**src/rtl/pcs_am_insert_tx_if.sv**
```systemverilog
`default_nettype none
// ============================================================================
//  Module      : pcs_am_insert_tx_if
//  Description : Block bus between the per-lane encoder/scrambler and the
//                alignment-marker inserter, plus the inserter's output toward
//                the TX gearbox. All lanes share one valid/ready pair.
//  Revision    : 1.0  initial release
// ============================================================================
interface pcs_am_insert_tx_if #(
    parameter int LANE_N  = 4,
    parameter int BLOCK_W = 66
);
    logic                      valid_i;
    logic [LANE_N*BLOCK_W-1:0] data_i;
    logic                      ready_o;
    logic                      valid_o;
    logic                      am_o;
    logic [LANE_N*BLOCK_W-1:0] data_o;

    // Upstream/test side: offers blocks, observes the inserter output
    modport master (
        output valid_i,
        output data_i,
        input  ready_o,
        input  valid_o,
        input  am_o,
        input  data_o
    );

    // Inserter side
    modport slave (
        input  valid_i,
        input  data_i,
        output ready_o,
        output valid_o,
        output am_o,
        output data_o
    );
endinterface
`default_nettype wire

```
**src/rtl/pcs_am_insert_tx.sv**
```systemverilog
`default_nettype none
// ============================================================================
//  Module      : pcs_am_insert_tx
//  Description : Multi-lane alignment-marker inserter for the 40G/100G PCS TX
//                path. Every GAP_N accepted blocks the upstream is stalled for
//                one cycle and a lane-specific marker is emitted on all lanes.
//                Optional feature macro PCS_AM_BIP_EN: when defined, each
//                marker carries the running BIP-8 of its lane; otherwise the
//                BIP fields are fixed at BIP3=8'h00 / BIP7=8'hFF.
//  Revision    : 1.0  initial release
// ============================================================================
module pcs_am_insert_tx #(
    parameter int                   LANE_N  = 4,
    parameter int                   BLOCK_W = 66,
    parameter int                   GAP_N   = 16383,
    parameter logic [LANE_N*24-1:0] AM_VAL  = {24'h3D79A2, 24'h9B65C5,
                                               24'hE6C4F0, 24'h477690}
) (
    input  wire logic         clk,
    input  wire logic         nreset,
    pcs_am_insert_tx_if.slave bus
);

    localparam int                 c_cnt_w = $clog2(GAP_N + 1);
    localparam int                 c_w     = LANE_N * BLOCK_W;
    localparam logic [c_cnt_w-1:0] c_gap   = c_cnt_w'(GAP_N);
    localparam logic [c_cnt_w-1:0] c_one   = c_cnt_w'(1);

    logic [c_cnt_w-1:0] r_cnt;
    logic               r_valid;
    logic               r_am;
    logic [c_w-1:0]     r_data;
    logic [c_w-1:0]     w_marker;
    logic               w_mark;
    logic               w_accept;

`ifdef PCS_AM_BIP_EN
    // Byte-interleaved even parity over the payload; header bit 0 folds into
    // BIP bit 3 and header bit 1 into BIP bit 4.
    function automatic logic [7:0] bip_of(input logic [BLOCK_W-1:0] blk);
        logic [7:0] acc;
        acc = 8'h00;
        for (int j = 0; j < 8; j++) begin
            acc ^= blk[2 + 8*j +: 8];
        end
        acc[3] ^= blk[0];
        acc[4] ^= blk[1];
        return acc;
    endfunction
`endif

    // Slot 0 is the marker slot; ready depends on the slot counter only
    assign w_mark      = (r_cnt == '0);
    assign w_accept    = !w_mark && bus.valid_i;
    assign bus.ready_o = !w_mark;
    assign bus.valid_o = r_valid;
    assign bus.am_o    = r_am;
    assign bus.data_o  = r_data;

    genvar gi;
    generate
        for (gi = 0; gi < LANE_N; gi++) begin : g_lane
            logic [7:0]         w_m0;
            logic [7:0]         w_m1;
            logic [7:0]         w_m2;
            logic [7:0]         w_bip3;
            logic [BLOCK_W-1:0] w_blk;

            assign w_m0  = AM_VAL[24*gi      +: 8];
            assign w_m1  = AM_VAL[24*gi + 8  +: 8];
            assign w_m2  = AM_VAL[24*gi + 16 +: 8];
            // Control header 01, identifier bytes, BIP3, then their complements
            assign w_blk = {~w_bip3, ~w_m2, ~w_m1, ~w_m0,
                            w_bip3, w_m2, w_m1, w_m0, 2'b01};
            assign w_marker[BLOCK_W*gi +: BLOCK_W] = w_blk;

`ifdef PCS_AM_BIP_EN
            logic [7:0] r_bip;

            // Restart the lane parity with the marker's own bits, then fold in each accepted block
            always_ff @(posedge clk or negedge nreset) begin
                if (!nreset) begin
                    r_bip <= 8'h00;
                end else if (w_mark) begin
                    r_bip <= bip_of(w_blk);
                end else if (w_accept) begin
                    r_bip <= r_bip ^ bip_of(bus.data_i[BLOCK_W*gi +: BLOCK_W]);
                end
            end

            // The marker reports the window closed by this marker, i.e. the pre-update value
            assign w_bip3 = r_bip;
`else
            assign w_bip3 = 8'h00;
`endif
        end
    endgenerate

    // Slot counter: idle data slots hold, the last data slot wraps to the marker slot
    always_ff @(posedge clk or negedge nreset) begin
        if (!nreset) begin
            r_cnt <= '0;
        end else if (w_mark) begin
            r_cnt <= c_one;
        end else if (bus.valid_i) begin
            r_cnt <= (r_cnt == c_gap) ? '0 : r_cnt + c_one;
        end
    end

    // Output register: marker on the marker slot, accepted block otherwise, bubble when idle
    always_ff @(posedge clk or negedge nreset) begin
        if (!nreset) begin
            r_valid <= 1'b0;
            r_am    <= 1'b0;
            r_data  <= '0;
        end else if (w_mark) begin
            r_valid <= 1'b1;
            r_am    <= 1'b1;
            r_data  <= w_marker;
        end else if (bus.valid_i) begin
            r_valid <= 1'b1;
            r_am    <= 1'b0;
            r_data  <= bus.data_i;
        end else begin
            r_valid <= 1'b0;
            r_am    <= 1'b0;
        end
    end

endmodule
`default_nettype wire

```
**src/flat_wrapper.sv**
```systemverilog
// flat-port wrapper written by rule: the top's interface ports become plain ports
module pcs_am_insert_tx_flat 
#(
    parameter int                   LANE_N  = 4,
    parameter int                   BLOCK_W = 66,
    parameter int                   GAP_N   = 16383,
    parameter logic [LANE_N*24-1:0] AM_VAL  = {24'h3D79A2, 24'h9B65C5,
                                               24'hE6C4F0, 24'h477690}
)
  (clk, nreset, bus_valid_i, bus_data_i, bus_ready_o, bus_valid_o, bus_am_o, bus_data_o);
  pcs_am_insert_tx_if #(.LANE_N(LANE_N), .BLOCK_W(BLOCK_W)) bus_i ();
  input  wire logic clk;
  input  wire logic nreset;
  input wire logic [$bits(bus_i.valid_i)-1:0] bus_valid_i;
  input wire logic [$bits(bus_i.data_i)-1:0] bus_data_i;
  output wire logic [$bits(bus_i.ready_o)-1:0] bus_ready_o;
  output wire logic [$bits(bus_i.valid_o)-1:0] bus_valid_o;
  output wire logic [$bits(bus_i.am_o)-1:0] bus_am_o;
  output wire logic [$bits(bus_i.data_o)-1:0] bus_data_o;
  assign bus_i.valid_i = bus_valid_i;
  assign bus_i.data_i = bus_data_i;
  assign bus_ready_o = bus_i.ready_o;
  assign bus_valid_o = bus_i.valid_o;
  assign bus_am_o = bus_i.am_o;
  assign bus_data_o = bus_i.data_o;
  pcs_am_insert_tx #(.LANE_N(LANE_N), .BLOCK_W(BLOCK_W), .GAP_N(GAP_N), .AM_VAL(AM_VAL)) u_core (.clk(clk), .nreset(nreset), .bus(bus_i));
endmodule
```
**config.mk**
```make
export PLATFORM = sky130hd
export DESIGN_NAME = pcs_am_insert_tx_flat
export DESIGN_NICKNAME = d
export VERILOG_FILES = /design/src/rtl/pcs_am_insert_tx_if.sv /design/src/rtl/pcs_am_insert_tx.sv /design/src/flat_wrapper.sv
export SDC_FILE = /design/constraint.sdc
export NUM_CORES = 1
export LEC_CHECK = 0
export BUFFER_PORTS_ARGS = -buffer_cell sky130_fd_sc_hd__clkbuf_2
export CAP_MARGIN = 20
export CORE_AREA = 4 4 208 210
export DETAILED_ROUTE_END_ITERATION = 10
export DIE_AREA = 0 0 212 214
export SLEW_MARGIN = 25
export SYNTH_ARGS = -nofsm -noshare
export SYNTH_HDL_FRONTEND = slang
export SYNTH_SLANG_ARGS = --single-unit
```
**constraint.sdc**
```tcl
create_clock -name clk -period 1.6 [get_ports clk]
set_input_delay 0.08 -clock clk [delete_from_list [all_inputs] [get_ports clk]]
set_output_delay 0.08 -clock clk [all_outputs]
set_load 0.01 [all_outputs]
```
Word-level counts from Yosys, hierarchy flattened
Cells that the tools add are included.
Widths: inputs -> output; s select.

word-level totals
  register bits after elaboration = 280
  input port bits = 267
  output and inout bits = 267
  word-level logic and storage cells = 17

cells by class
  add/subtract/negate cells = 1
  equal/unequal tests = 1
  muxes and demuxes = 8
  reduce and logical (&&, ||, !) cells = 3

operators by type and width
  cell                   count
  $mux 264               2
  $mux 14                3
  $add 14x1->14 const B  1
  $eq 14x14->1 const B   1
  $logic_not 14->1       1
  $mux 1                 3
  $reduce_bool 2->1      1
  $logic_not 1->1        1

Depth between registers and ports, before layout
  depth in word-level cells = 4
  gate-level depth with buffers = 8
  depth with buffers taken out = 7

Least setup slack after synthesis
No wires, ideal clock.

  path type = flip-flop to flip-flop
  start point = register u_core.r_cnt[0]
  end point = register u_core.r_cnt[9]
  library setup time = 0.126 ns
  arrival time = 1.595 ns
  path slack = -0.121 ns
  cell stages (with the launch flop) = 6
  buffers on the path = 0
  period minus slack after synthesis = 1.721 ns
  cell sequence = dfrtp_1 > ha_1 > nand4_1 > nor4_1 > nor2_1 > a311o_1

between the ends
  word-level cells in the longest chain between the ends = 4

RTL lines
  item                                                  RTL line                 source
  start: declaration                                    pcs_am_insert_tx.sv:29   logic [c_cnt_w-1:0] r_cnt;
  start signal: assignment                              pcs_am_insert_tx.sv:104  r_cnt <= c_one;
  start signal: assignment                              pcs_am_insert_tx.sv:106  r_cnt <= (r_cnt == c_gap) ? '0 : r_cnt + c_one;
  $add 14x1->14 / $eq 14x14->1 (equally long branches)  pcs_am_insert_tx.sv:106
  $mux 14                                               pcs_am_insert_tx.sv:106
  $mux 14                                               pcs_am_insert_tx.sv:105  end else if (bus.valid_i) begin
  $mux 14                                               pcs_am_insert_tx.sv:103  end else if (w_mark) begin

Parallel ways exist; a longest one is shown, timed or not. The select of a mux whose other input is x is not followed.
A chain may end at the register's enable or synchronous reset.

Final worst setup path
  start point = register u_core.r_cnt[5]
  end point = output bus_ready_o

between the ends
  word-level cells in the longest chain between the ends = 2

RTL lines
  item              RTL line                source
  $logic_not 14->1  pcs_am_insert_tx.sv:53  assign w_mark = (r_cnt == '0);
  $logic_not 1->1   --
  end: declaration  flat_wrapper.sv:16      output wire logic [$bits(bus_i.ready_o)-1:0] bus_ready_o;

Every way passes these cells.

==> impl_metrics.env <==
export IMPL_grt_usage=0.168
export IMPL_whs_ns=0.0861
export IMPL_ys_warn_count=0
export IMPL_r2r_end="u_core.r_cnt[2]"
export IMPL_critical_path_endpoint_type="primary output"
export IMPL_grtUsageMet3=0.0371
export IMPL_grt_util_met2=0.297
export IMPL_start_kind="flop"
export IMPL_synth_fp_nets=1208
export IMPL_r2r_slack_ns=-0.23
export IMPL_finalSetupViolCount=275
export IMPL_power_density_nw_per_um2=987
export IMPL_pin_count=534
export IMPL_cts_buffer_depth=3
export IMPL_grt_busiest_layer="met2"
export IMPL_num_antenna_cells=0
export IMPL_port_buffers=533
export IMPL_rsz0062_at_grt="true"
export IMPL_max_freq_ghz=0.517
export IMPL_synth_seq_area_share=0.618
export IMPL_grtUsageMet1=0.195
export IMPL_drv_cap=0
export IMPL_power_total_w=0.0199
export IMPL_vias=10700
export IMPL_cp_slowest_cell="dfrtp_1"
export IMPL_place_inst=2021
export IMPL_final_cell_mix="clkbuf_2 (530), dfrtp_1 (278), dlygate4sd3_1 (270)"
export IMPL_gr_total_overflow=0
export IMPL_die_y_um=214
export IMPL_min_period_ns=1.93
export IMPL_ir_drop_mv=0.696
export IMPL_htreeDepth=2
export IMPL_skew_ns=0.0246
export IMPL_drtAntennaViolNets=0
export IMPL_worstPathMaxFanout=2
export IMPL_arrival_ns=1.85
export IMPL_cpMostUsedCell="buf_6"
export IMPL_tns_ns=-34.67
export IMPL_final_layout_size_suffix_gt1_frac=0.400
export IMPL_drt_total_wl_mm=43.2
export IMPL_cp_required_ns=1.52
export IMPL_synth_distinct_cells=34
export IMPL_drtIter0Drc=520
export IMPL_clk_latency_ns=0.52
export IMPL_violations="setup timing"
export IMPL_hold_viol=0
export IMPL_max_slew_margin_rel=0.644
export IMPL_fin_nets=2107
export IMPL_die_width_um=212
export IMPL_core_um2=41600
export IMPL_dr_pass1_iters=5
export IMPL_syn_cell_area_um2=11300
export IMPL_numCtsBuffers=34
export IMPL_status="finished, violations left"
export IMPL_syn_inst=939
export IMPL_slew_viol_final=0
export IMPL_clock_root_buffer="clkbuf_16"
export IMPL_r2r_start="u_core.r_cnt[1]"
export IMPL_crit_path_cell_trace="nor4_2, buf_4, nand4_4, buf_6, buf_6, buf_8"
export IMPL_gp_congestion=0.833
export IMPL_grt_pass1_vias=11400
export IMPL_mostFrequentLayoutCell="clkbuf_2"
export IMPL_start_util=0.273
export IMPL_hold_path_class="in2async"
export IMPL_cts_tree="built"
export IMPL_grt_max_degree=71
export IMPL_clk_pin_slew_ns=0.06
export IMPL_fillCellCount=3605
export IMPL_cts_sinks=280
export IMPL_critPathKind="reg2out"
export IMPL_row_count=75
export IMPL_setup_slack_ns=-0.333
export IMPL_place_hpwl_mm=25.8
export IMPL_p_leak_nw=10.7
export IMPL_layout_area_overhead_vs_synth_pct=78.0
export IMPL_crit_path_max_incr_delay_ns=0.42
export IMPL_grt_pass1_wl_mm=61.9
export IMPL_ys_ff_latch=280
export IMPL_viasPerCell=4.47
export IMPL_rr_worst_depth=9
export IMPL_antenna_found_initial=0
export IMPL_wl_per_cell_um=18.0
export IMPL_fin_cells=2400
export IMPL_finalCritPeriodShare=1.21
export IMPL_drc=0
export IMPL_tightest_slew_ns=0.534
export IMPL_dieArea_um2=45400
export IMPL_syn_area_per_cell_um2=12.1
-- how the worst max path moves through the flow --
stage / startpoint / to / slack [ns] / cells past startpoint
CTS: u_core.r_cnt[5] / bus_ready_o / -0.38 / 6
floorplan: u_core.r_cnt[0] / u_core.bus.data_o[126] / -0.04 / 7
detailed placement: u_core.r_cnt[1] / u_core.r_cnt[9] / -0.13 / 5
global placement: u_core.r_cnt[1] / u_core.r_cnt[9] / -0.10 / 5
global route: u_core.r_cnt[11] / bus_ready_o / -0.41 / 6
finish: u_core.r_cnt[5] / bus_ready_o / -0.33 / 6
-- state kept, by name (all words and copies together), names as in the netlist --
register and count:
u_core.bus.am_o 1, u_core.bus.data_o 264, u_core.bus.valid_o 1, u_core.r_cnt 14
-- critical path, delay by kind of cell, from the launching register on --
| family | cells | cell delay (ns) |
|---|---|---|
| simple gates | 2 | 0.38 |
| flops | 1 | 0.42 |
| buf+inv | 4 | 0.53 |
-- per-stage QoR --
stage	util	cell area [µm²]	worst slack, ns
3_3_place_gp	0.365	15200	-0.103
5_1_grt	0.486	20200	-0.408
4_1_cts	0.464	19300	-0.379
3_5_place_dp	0.365	15200	-0.127
2_1_floorplan	-	11400	-0.0422
6_report	0.486	20200	-0.333
-- cells in the mapped netlist --
master | n | area [µm²]
buf_1 | 9 | 33.8
a22o_1 | 2 | 17.5
and3b_1 | 1 | 8.76
dfrtp_1 | 280 | 7010
inv_2 | 1 | 3.75
o2111ai_1 | 2 | 17.5
nand3_1 | 8 | 40.0
inv_1 | 3 | 11.3
nand4_2 | 1 | 12.5
nor2_1 | 134 | 503
ha_1 | 2 | 25.0
mux2i_1 | 264 | 2640
a311o_1 | 1 | 10.0
and3_1 | 3 | 18.8
nor4_1 | 4 | 25.0
buf_4 | 1 | 7.51
xor2_1 | 1 | 8.76
a31o_2 | 2 | 17.5
nor3_1 | 4 | 20.0
a21oi_1 | 3 | 15.0
nor4_2 | 1 | 12.5
clkinv_1 | 1 | 3.75
nand4_1 | 4 | 25.0
or4_1 | 1 | 7.51
o311ai_1 | 2 | 17.5
clkbuf_1 | 28 | 105
buf_2 | 23 | 115
or3_1 | 1 | 6.26
nand2_1 | 142 | 533
a21o_1 | 1 | 7.51
nor2b_1 | 2 | 12.5
o21ai_0 | 2 | 10.0
xnor2_1 | 4 | 35.0
o21a_1 | 1 | 7.51
-- power by group --
group	switching (W)	internal, W	total, W
Combinational	0.00184	0.00196	0.00379
Sequential	0.000570	0.00784	0.00841
Clock	0.00300	0.00473	0.00773
Total	0.00541	0.0145	0.0199
-- cells by family after synthesis --
| kind of cell | Yosys count | synth area share |
|---|---|---|
| and+or+nand+nor | 306 | 0.108 |
| DFF | 280 | 0.618 |
| muxes | 264 | 0.233 |
| buffers and inverters | 66 | 0.0247 |
| AOI/OAI and AO/OA | 16 | 0.0106 |
| xor gates and xnor gates | 5 | 0.00386 |
| adders and majority gates | 2 | 0.00221 |
-- repair_timing --
item	in CTS	in global routing
cloned	5	24
resized for setup	27	76
pin swaps	11	16
setup buffers	10	14
hold buffers	270	0
endpoints found under the hold margin	548	0
setup endpoints to repair	123	275
-- routing by layer --
metal | wire [µm] | up-vias
met3 | 2550 | 116
li1 | - | 4965
met2 | 22000 | 442
met5 | 0 | -
met4 | 1690 | 0
met1 | 17000 | 5216
-- cell type report --
class                      instances  area, µm²  share of cell area
sequential                       280       7010               0.347
clock buffer                      47        971              0.0481
clock inverter                    12        149             0.00737
tap                              539        674              0.0334
multi-input combinational        593       4280               0.212
inverter                           5       45.0             0.00223
timing repair buffer             922       7030               0.348
timing repair inverter             2       32.5             0.00161
(Power assumes the default switching activity.)
